File: src/rtl/pipe_hazard_ctrl_if.sv
// Bundle of pipeline-stage hazard inputs and control outputs for pipe_hazard_ctrl.
// The master side drives stage information; the slave (controller) drives controls.
interface pipe_hazard_ctrl_if #(
    parameter int unsigned REG_AW = 5,
    parameter int unsigned CNT_W  = 16
);
    logic [REG_AW-1:0] Rs1_D;
    logic [REG_AW-1:0] Rs2_D;
    logic [REG_AW-1:0] Rs1_E;
    logic [REG_AW-1:0] Rs2_E;
    logic [REG_AW-1:0] Rd_E;
    logic              Load_E;
    logic [REG_AW-1:0] Rd_M;
    logic              RegWrite_M;
    logic [REG_AW-1:0] Rd_W;
    logic              RegWrite_W;
    logic              PCSrc_E;
    logic              MulStart_E;

    logic [1:0]        ForwardA_E;
    logic [1:0]        ForwardB_E;
    logic              Stall_F;
    logic              Stall_D;
    logic              Stall_E;
    logic              Flush_D;
    logic              Flush_E;
    logic              Bubble_M;
    logic              Busy_E;
    logic [CNT_W-1:0]  StallCnt;

    modport master (
        output Rs1_D, Rs2_D, Rs1_E, Rs2_E, Rd_E, Load_E, Rd_M, RegWrite_M,
               Rd_W, RegWrite_W, PCSrc_E, MulStart_E,
        input  ForwardA_E, ForwardB_E, Stall_F, Stall_D, Stall_E, Flush_D,
               Flush_E, Bubble_M, Busy_E, StallCnt
    );

    modport slave (
        input  Rs1_D, Rs2_D, Rs1_E, Rs2_E, Rd_E, Load_E, Rd_M, RegWrite_M,
               Rd_W, RegWrite_W, PCSrc_E, MulStart_E,
        output ForwardA_E, ForwardB_E, Stall_F, Stall_D, Stall_E, Flush_D,
               Flush_E, Bubble_M, Busy_E, StallCnt
    );
endinterface

File: src/rtl/pipe_hazard_ctrl.sv
// Hazard controller for a 5-stage pipeline: forwarding, load-use stall, branch flush,
// multicycle-execute sequencing and a saturating fetch-stall counter.
module pipe_hazard_ctrl #(
    parameter int unsigned REG_AW  = 5,
    parameter int unsigned MUL_LAT = 4,
    parameter int unsigned CNT_W   = 16
) (
    input  logic               clk,
    input  logic               rst,
    pipe_hazard_ctrl_if.slave  hz
);
    localparam int unsigned CW       = 4;
    localparam int unsigned CNT_LOAD = (MUL_LAT >= 2) ? (MUL_LAT - 2) : 0;
    localparam bit          MUL_EN   = (MUL_LAT >= 2);
    localparam logic [REG_AW-1:0] REG_ZERO = '0;
    localparam logic [CNT_W-1:0]  CNT_MAX  = '1;

    typedef enum logic {IDLE, BUSY} state_t;

    state_t        state;
    logic [CW-1:0] cnt;
    logic          mstall;
    logic          lw;

    // Forwarding selects: M has priority over W, x0 never forwarded
    always_comb begin
        hz.ForwardA_E = 2'b00;
        hz.ForwardB_E = 2'b00;
        if (!rst) begin
            if (hz.RegWrite_M && hz.Rd_M != REG_ZERO && hz.Rd_M == hz.Rs1_E)
                hz.ForwardA_E = 2'b10;
            else if (hz.RegWrite_W && hz.Rd_W != REG_ZERO && hz.Rd_W == hz.Rs1_E)
                hz.ForwardA_E = 2'b01;
            if (hz.RegWrite_M && hz.Rd_M != REG_ZERO && hz.Rd_M == hz.Rs2_E)
                hz.ForwardB_E = 2'b10;
            else if (hz.RegWrite_W && hz.Rd_W != REG_ZERO && hz.Rd_W == hz.Rs2_E)
                hz.ForwardB_E = 2'b01;
        end
    end

    // Stall/flush decode, priority mstall > branch > load-use
    always_comb begin
        mstall      = 1'b0;
        lw          = 1'b0;
        hz.Stall_F  = 1'b0;
        hz.Stall_D  = 1'b0;
        hz.Stall_E  = 1'b0;
        hz.Flush_D  = 1'b0;
        hz.Flush_E  = 1'b0;
        hz.Bubble_M = 1'b0;
        hz.Busy_E   = 1'b0;
        if (!rst) begin
            if (state == IDLE) mstall = MUL_EN && hz.MulStart_E;
            else               mstall = (cnt != '0);
            lw = hz.Load_E && hz.Rd_E != REG_ZERO &&
                 (hz.Rd_E == hz.Rs1_D || hz.Rd_E == hz.Rs2_D);
            hz.Busy_E = (state == BUSY) || mstall;
            if (mstall) begin
                hz.Stall_F  = 1'b1;
                hz.Stall_D  = 1'b1;
                hz.Stall_E  = 1'b1;
                hz.Bubble_M = 1'b1;
            end else if (hz.PCSrc_E) begin
                hz.Flush_D = 1'b1;
                hz.Flush_E = 1'b1;
            end else if (lw) begin
                hz.Stall_F = 1'b1;
                hz.Stall_D = 1'b1;
                hz.Flush_E = 1'b1;
            end
        end
    end

    // Multicycle sequencer; the release cycle (BUSY, cnt==0) ignores MulStart_E
    always_ff @(posedge clk) begin
        if (rst) begin
            state <= IDLE;
            cnt   <= '0;
        end else begin
            case (state)
                IDLE: if (mstall) begin
                    state <= BUSY;
                    cnt   <= CW'(CNT_LOAD);
                end
                BUSY: if (cnt != '0) cnt <= cnt - CW'(1);
                      else           state <= IDLE;
                default: state <= IDLE;
            endcase
        end
    end

    always_ff @(posedge clk) begin
        if (rst)                                  hz.StallCnt <= '0;
        else if (hz.Stall_F && hz.StallCnt != CNT_MAX) hz.StallCnt <= hz.StallCnt + CNT_W'(1);
    end
endmodule

File: src/flat_wrapper.sv
// flat-port wrapper written by rule: the top's interface ports become plain ports
module pipe_hazard_ctrl_flat 
#(
    parameter int unsigned REG_AW  = 5,
    parameter int unsigned MUL_LAT = 4,
    parameter int unsigned CNT_W   = 16
)
  (clk, rst, hz_Rs1_D, hz_Rs2_D, hz_Rs1_E, hz_Rs2_E, hz_Rd_E, hz_Load_E, hz_Rd_M, hz_RegWrite_M, hz_Rd_W, hz_RegWrite_W, hz_PCSrc_E, hz_MulStart_E, hz_ForwardA_E, hz_ForwardB_E, hz_Stall_F, hz_Stall_D, hz_Stall_E, hz_Flush_D, hz_Flush_E, hz_Bubble_M, hz_Busy_E, hz_StallCnt);
  pipe_hazard_ctrl_if #(.REG_AW(REG_AW), .CNT_W(CNT_W)) hz_i ();
  input  logic clk;
  input  logic rst;
  input wire logic [$bits(hz_i.Rs1_D)-1:0] hz_Rs1_D;
  input wire logic [$bits(hz_i.Rs2_D)-1:0] hz_Rs2_D;
  input wire logic [$bits(hz_i.Rs1_E)-1:0] hz_Rs1_E;
  input wire logic [$bits(hz_i.Rs2_E)-1:0] hz_Rs2_E;
  input wire logic [$bits(hz_i.Rd_E)-1:0] hz_Rd_E;
  input wire logic [$bits(hz_i.Load_E)-1:0] hz_Load_E;
  input wire logic [$bits(hz_i.Rd_M)-1:0] hz_Rd_M;
  input wire logic [$bits(hz_i.RegWrite_M)-1:0] hz_RegWrite_M;
  input wire logic [$bits(hz_i.Rd_W)-1:0] hz_Rd_W;
  input wire logic [$bits(hz_i.RegWrite_W)-1:0] hz_RegWrite_W;
  input wire logic [$bits(hz_i.PCSrc_E)-1:0] hz_PCSrc_E;
  input wire logic [$bits(hz_i.MulStart_E)-1:0] hz_MulStart_E;
  output wire logic [$bits(hz_i.ForwardA_E)-1:0] hz_ForwardA_E;
  output wire logic [$bits(hz_i.ForwardB_E)-1:0] hz_ForwardB_E;
  output wire logic [$bits(hz_i.Stall_F)-1:0] hz_Stall_F;
  output wire logic [$bits(hz_i.Stall_D)-1:0] hz_Stall_D;
  output wire logic [$bits(hz_i.Stall_E)-1:0] hz_Stall_E;
  output wire logic [$bits(hz_i.Flush_D)-1:0] hz_Flush_D;
  output wire logic [$bits(hz_i.Flush_E)-1:0] hz_Flush_E;
  output wire logic [$bits(hz_i.Bubble_M)-1:0] hz_Bubble_M;
  output wire logic [$bits(hz_i.Busy_E)-1:0] hz_Busy_E;
  output wire logic [$bits(hz_i.StallCnt)-1:0] hz_StallCnt;
  assign hz_i.Rs1_D = hz_Rs1_D;
  assign hz_i.Rs2_D = hz_Rs2_D;
  assign hz_i.Rs1_E = hz_Rs1_E;
  assign hz_i.Rs2_E = hz_Rs2_E;
  assign hz_i.Rd_E = hz_Rd_E;
  assign hz_i.Load_E = hz_Load_E;
  assign hz_i.Rd_M = hz_Rd_M;
  assign hz_i.RegWrite_M = hz_RegWrite_M;
  assign hz_i.Rd_W = hz_Rd_W;
  assign hz_i.RegWrite_W = hz_RegWrite_W;
  assign hz_i.PCSrc_E = hz_PCSrc_E;
  assign hz_i.MulStart_E = hz_MulStart_E;
  assign hz_ForwardA_E = hz_i.ForwardA_E;
  assign hz_ForwardB_E = hz_i.ForwardB_E;
  assign hz_Stall_F = hz_i.Stall_F;
  assign hz_Stall_D = hz_i.Stall_D;
  assign hz_Stall_E = hz_i.Stall_E;
  assign hz_Flush_D = hz_i.Flush_D;
  assign hz_Flush_E = hz_i.Flush_E;
  assign hz_Bubble_M = hz_i.Bubble_M;
  assign hz_Busy_E = hz_i.Busy_E;
  assign hz_StallCnt = hz_i.StallCnt;
  pipe_hazard_ctrl #(.REG_AW(REG_AW), .MUL_LAT(MUL_LAT), .CNT_W(CNT_W)) u_core (.clk(clk), .rst(rst), .hz(hz_i));
endmodule
File: config.mk
export PLATFORM = sky130hd
export DESIGN_NAME = pipe_hazard_ctrl_flat
export DESIGN_NICKNAME = d
export VERILOG_FILES = /design/src/rtl/pipe_hazard_ctrl_if.sv /design/src/rtl/pipe_hazard_ctrl.sv /design/src/flat_wrapper.sv
export SDC_FILE = /design/constraint.sdc
export NUM_CORES = 1
export LEC_CHECK = 0
export ABC_CLOCK_PERIOD_IN_PS = 1950
export CORE_MARGIN = 2
export CORE_UTILIZATION = 38
export DETAILED_ROUTE_END_ITERATION = 10
export PLACE_DENSITY = 0.77
export SKIP_CTS_REPAIR_TIMING = 1
export SYNTH_ARGS = -nofsm -noshare
export SYNTH_HDL_FRONTEND = slang
export SYNTH_SLANG_ARGS = --single-unit
File: constraint.sdc
create_clock -name clk -period 1.95 [get_ports clk]
set_input_delay 0.39 -clock clk [delete_from_list [all_inputs] [get_ports clk]]
set_output_delay 0.39 -clock clk [all_outputs]
set_load 0.01 [all_outputs]
### After elaboration in Yosys (flattened, before gate mapping)

Index checks and enable logic that the tools add are counted.

* flip-flop bits (word level): 21
* output and inout port bits: 27

* $add $sub $neg: 2
* reductions and logical operators: 16
* bitwise gates (word level): 1
* equal/unequal tests: 9
* multiplexer cells: 28

Operator list (count)
* $eq A5 B5 Y1: 6
* $mux W1: 20
* $add A16 B1 Y16 const B: 1
* $ne A16 B16 Y1 const B: 1
* $reduce_bool A5 Y1: 3
* $logic_and A1 B1 Y1: 9
* $mux W2: 4
* $mux W4: 2
* $pmux W4 S2: 1
* $reduce_bool A4 Y1: 1
* $sub A4 B1 Y4 const B: 1
* $logic_or A1 B1 Y1: 2
* $ne A2 B1 Y1 const B: 1
* $ne A2 B2 Y1 const B: 1
* $pmux W1 S2: 1
* $reduce_and A2 Y1: 1
* $not A1 Y1: 1

### Logic depth before layout (Yosys ltp)

* depth after elaboration: 8
* mapped depth: 10
* mapped depth without buffers: 8

### Worst setup path after synthesis

OpenSTA, ideal clock, no wires.

* kind: flip-flop to output port
* from: reg u_core.cnt[0]
* to: out hz_Stall_F
* path slack: -0.267 ns
* buffers on the path: 2
* stages on the path, launching flop included: 10
* required time: 1.560 ns
* arrival time: 1.827 ns
* path through: dfxtp_1 -> inv_1 -> ha_1 -> or3b_1 -> a21oi_2 -> nor2_1 -> a21oi_1 -> buf_2 -> inv_1 -> buf_4

* word-level cells in the longest chain between the ends: 5

RTL lines
* start: declaration: line pipe_hazard_ctrl.sv:21 `logic [CW-1:0] cnt;`
* start signal: assignment: line pipe_hazard_ctrl.sv:83 `cnt <= CW'(CNT_LOAD);`
* start signal: assignment: line pipe_hazard_ctrl.sv:85 `BUSY: if (cnt != '0) cnt <= cnt - CW'(1);`
* $reduce_bool A4 Y1: line pipe_hazard_ctrl.sv:54 `else mstall = (cnt != '0);`
* $mux W1: line pipe_hazard_ctrl.sv:53 `if (state == IDLE) mstall = MUL_EN && hz.MulStart_E;`
* $mux W1: line pipe_hazard_ctrl.sv:52 `if (!rst) begin`
* $mux W1 (2 in a row)
* end: declaration: line flat_wrapper.sv:26 `output wire logic [$bits(hz_i.Stall_F)-1:0] hz_Stall_F;`

No other way between the ends. The select of a mux whose other input is x is not followed.

### Worst setup path after layout

* from: reg u_core.cnt[0]
* to: out hz_Flush_D

* word-level cells in the longest chain between the ends: 5

RTL lines
* $reduce_bool A4 Y1: line pipe_hazard_ctrl.sv:54
* $mux W1: line pipe_hazard_ctrl.sv:53
* $mux W1: line pipe_hazard_ctrl.sv:52
* $mux W1: line pipe_hazard_ctrl.sv:58 `if (mstall) begin`
* $mux W1: line pipe_hazard_ctrl.sv:52
* end: declaration: line flat_wrapper.sv:29 `output wire logic [$bits(hz_i.Flush_D)-1:0] hz_Flush_D;`

No other way between the ends. The select of a mux whose other input is x is not followed.

==> impl_metrics.ini <==
[power_and_ir_drop]
pwr-share-clk = 0.252
switching_share = 0.299
pwr-share-seq = 0.373
p_int_uw = 840
p_leak_uw = 0.00135
peakVddDrop_mv = 0.258
switching_power_uw = 359
p_per_area_mw_per_mm2 = 407
p_comb_frac = 0.375

[sta]
setup-violations-final = 22
min_period_ns = 2.21
final_hold_viol_count = 0
tightest_slew_ns = 0.317
finalCritPeriodShare = 1.13
fin_skew_ns = 0.00707
rsz0062_at_grt = true
fmax_mhz = 452
worst_slack_ns = -0.263
drv_slew = 0
setup_tns_ns = -2.91
slew-limit-headroom = 0.788

[setup_path]
crit_arrival_ns = 1.82
cp_cell_sequence = inv_2, ha_4, or3b_4, a21oi_4, buf_6, and3_4, buf_6
endpoint_kind = output port
cpPeakStageDelay_ns = 0.40
cp_slowest_cell = or3b_4
crit_path_frequent_cell = buf_6
crit_type = register to output port
critPathMaxFanout = 4
r2r_cells = 11
r2r_slack_ns = -0.15
critical_path_required_ns = 1.56
critPathLaunchType = register

[yosys]
yosysWarnings = 0
yosysMostFrequentCell = xnor2_1
ys_seq_elements = 21
async_flop_share = 0
yosys.area.top_type = dfxtp_1
syn_inst = 187
synthTopCellsByCount = 23 x xnor2_1, 21 x dfxtp_1, 13 x nand3_1, 13 x nor2_1
synth_flop_cell = dfxtp_1
syn-num-nets = 231
synth_area_per_cell_um2 = 8.28
synth-edff-count = 0
ys_seq_area_frac = 0.272
synth_area_mm2 = 0.00155
yosysTopAreaCellShare = 0.272
ys_types = 46
synth_area_leaders = dfxtp_1 27%, xnor2_1 13%, xor2_1 5.1%

[placement]
place_hpwl_um = 3830
placed_area_mm2 = 0.00268
placed_cells = 346
gp_congestion = 0.866
io_buffers = 68

[grt]
grt_pass1_wl_um = 7170
grt_max_degree = 25
antenna_found_initial = 0
grt_use_total = 0.206
grt_pass1_vias = 1678
globalRouteOverflowTotal = 0

[route]
firstDrtPassIters = 4
drt-vias-per-instance = 5.35
num_vias = 1919
wirelength_um = 5110
wl_per_cell_um = 14.2
drc = 0
drt_iter0_markers = 97
ant_nets = 0

[final_layout]
num_antenna_cells = 0
final_nets = 354
utilization = 0.741
stdcell_area_mm2 = 0.00294
fin_cells = 359
syn_to_final_growth_pct = 90.1
layout-drive-gt1-share = 0.372

[cts]
path_clk_slew_ns = 0.08
tritoncts = yes
numCtsBuffers = 3
root_buffer = clkbuf_8
cts_htree_levels = 1
insertion_delay_ns = 0.28
clock_path_buffers = 2
cts_sinks = 21

[die]
start_util = 0.390
die_h_um = 67.8
io_pins = 69
die-area_mm2 = 0.00460
rows = 23
coreArea_mm2 = 0.00397
die_w_um = 67.8

[run_status]
run_status = complete, but fails checks
violations = negative setup slack

[job]
maxCapViolCount = 0

[worst_hold_path]
hp-class = register to register
min_path_cells = 1
## power by group through the flow
stage                     logic [uW]  clock network, uW  registers, uW
after global placement           393                  0            456
after global routing             479                322            448
after floorplan                  184                  0            461
final                            450                302            447
after detailed placement         402                  0            457
after CTS                        404                306            447
## kinds of logic (layout without fill, tap and decap cells)
| family | after synthesis | count (layout) | share of synthesized area |
|---|---|---|---|
| adder cells (fa/ha/maj) | 2 | 2 | 0.0162 |
| AND/OR/NAND/NOR | 74 | 74 | 0.272 |
| multiplexers | 1 | 1 | 0.00647 |
| XOR/XNOR | 32 | 32 | 0.181 |
| flip-flops | 21 | 21 | 0.272 |
| AO/OA/AOI/OAI | 41 | 41 | 0.192 |
| buffers and inverters | 16 | 138 | 0.0606 |
## registers in the layout, summed over array words and instances (netlist names)
name	flops
u_core.cnt	4
u_core.state	1
u_core.hz.StallCnt	16
## final timing paths
check,startpoint,to
hold / removal,u_core.hz.StallCnt[6]$_SDFFE_PP0P_,u_core.hz.StallCnt[6]$_SDFFE_PP0P_
setup reg to reg,u_core.cnt[0]$_SDFFE_PP0P_,u_core.hz.StallCnt[3]$_SDFFE_PP0P_
hold reg to reg,u_core.hz.StallCnt[6]$_SDFFE_PP0P_,u_core.hz.StallCnt[6]$_SDFFE_PP0P_
setup / recovery,u_core.cnt[0]$_SDFFE_PP0P_,hz_Flush_D
## critical path, delay by kind of cell, from the launching register on
| family | cells | cell delay, ns |
|---|---|---|
| fa+ha+maj | 1 | 0.12 |
| simple gates | 2 | 0.57 |
| buf+inv | 3 | 0.29 |
| flops | 1 | 0.33 |
| compound gates | 1 | 0.23 |
## area by class of cell
class | count | area (um2)
repair buffers | 126 | 1190
multi-input cells | 150 | 1180
fillers | 277 | 1030
flip-flops and latches | 21 | 424
well taps | 50 | 62.6
clock buffers | 3 | 41.3
inverters | 8 | 32.5
clock inverters | 1 | 5.00
## layer usage
layer | up-vias | share of wire | GRT usage
li1 | 943 | - | -
met1 | 888 | 0.41 | 0.235
met2 | 77 | 0.50 | 0.373
met3 | 11 | 0.062 | 0.0444
met4 | 0 | 0.027 | 0.0825
met5 | - | 0 | 0
## per-stage QoR
step                      hold slack (ns)  setup WS, ns  power (uW)
after floorplan                     0.471       -0.0379         645
after global placement              0.494        -0.853         848
after detailed placement            0.520        -0.918         859
after CTS                           0.535        -0.928        1160
after global routing                0.546        -0.307        1250
final                               0.523        -0.263        1200
## cell usage in the layout, fill, tap and decap left out, types with 2 or more instances in the layout
| cell | instances |
|---|---|
| dfxtp_1 | 18 |
| clkbuf_2 | 4 |
| nand4_1 | 4 |
| o311ai_1 | 2 |
| a21oi_1 | 7 |
| o21ai_1 | 4 |
| nand3_1 | 13 |
| o41ai_1 | 2 |
| o31ai_1 | 6 |
| a21oi_4 | 2 |
| buf_6 | 11 |
| inv_1 | 4 |
| nor2_1 | 12 |
| nor4_4 | 2 |
| dfxtp_2 | 3 |
| o211ai_1 | 2 |
| xnor2_1 | 22 |
| clkdlybuf4s50_1 | 24 |
| o21ai_4 | 2 |
| inv_2 | 3 |
| dlymetal6s2s_1 | 28 |
| nand2_1 | 9 |
| buf_2 | 5 |
| buf_4 | 52 |
| nor3_2 | 2 |
| clkbuf_8 | 3 |
| nor4_1 | 3 |
| nor3_1 | 5 |
| or4_4 | 5 |
| xor2_1 | 9 |
| a21oi_2 | 5 |
| or3_1 | 4 |
| nor4_2 | 2 |
| or4_1 | 4 |
Power figures use the tool's default switching activity.
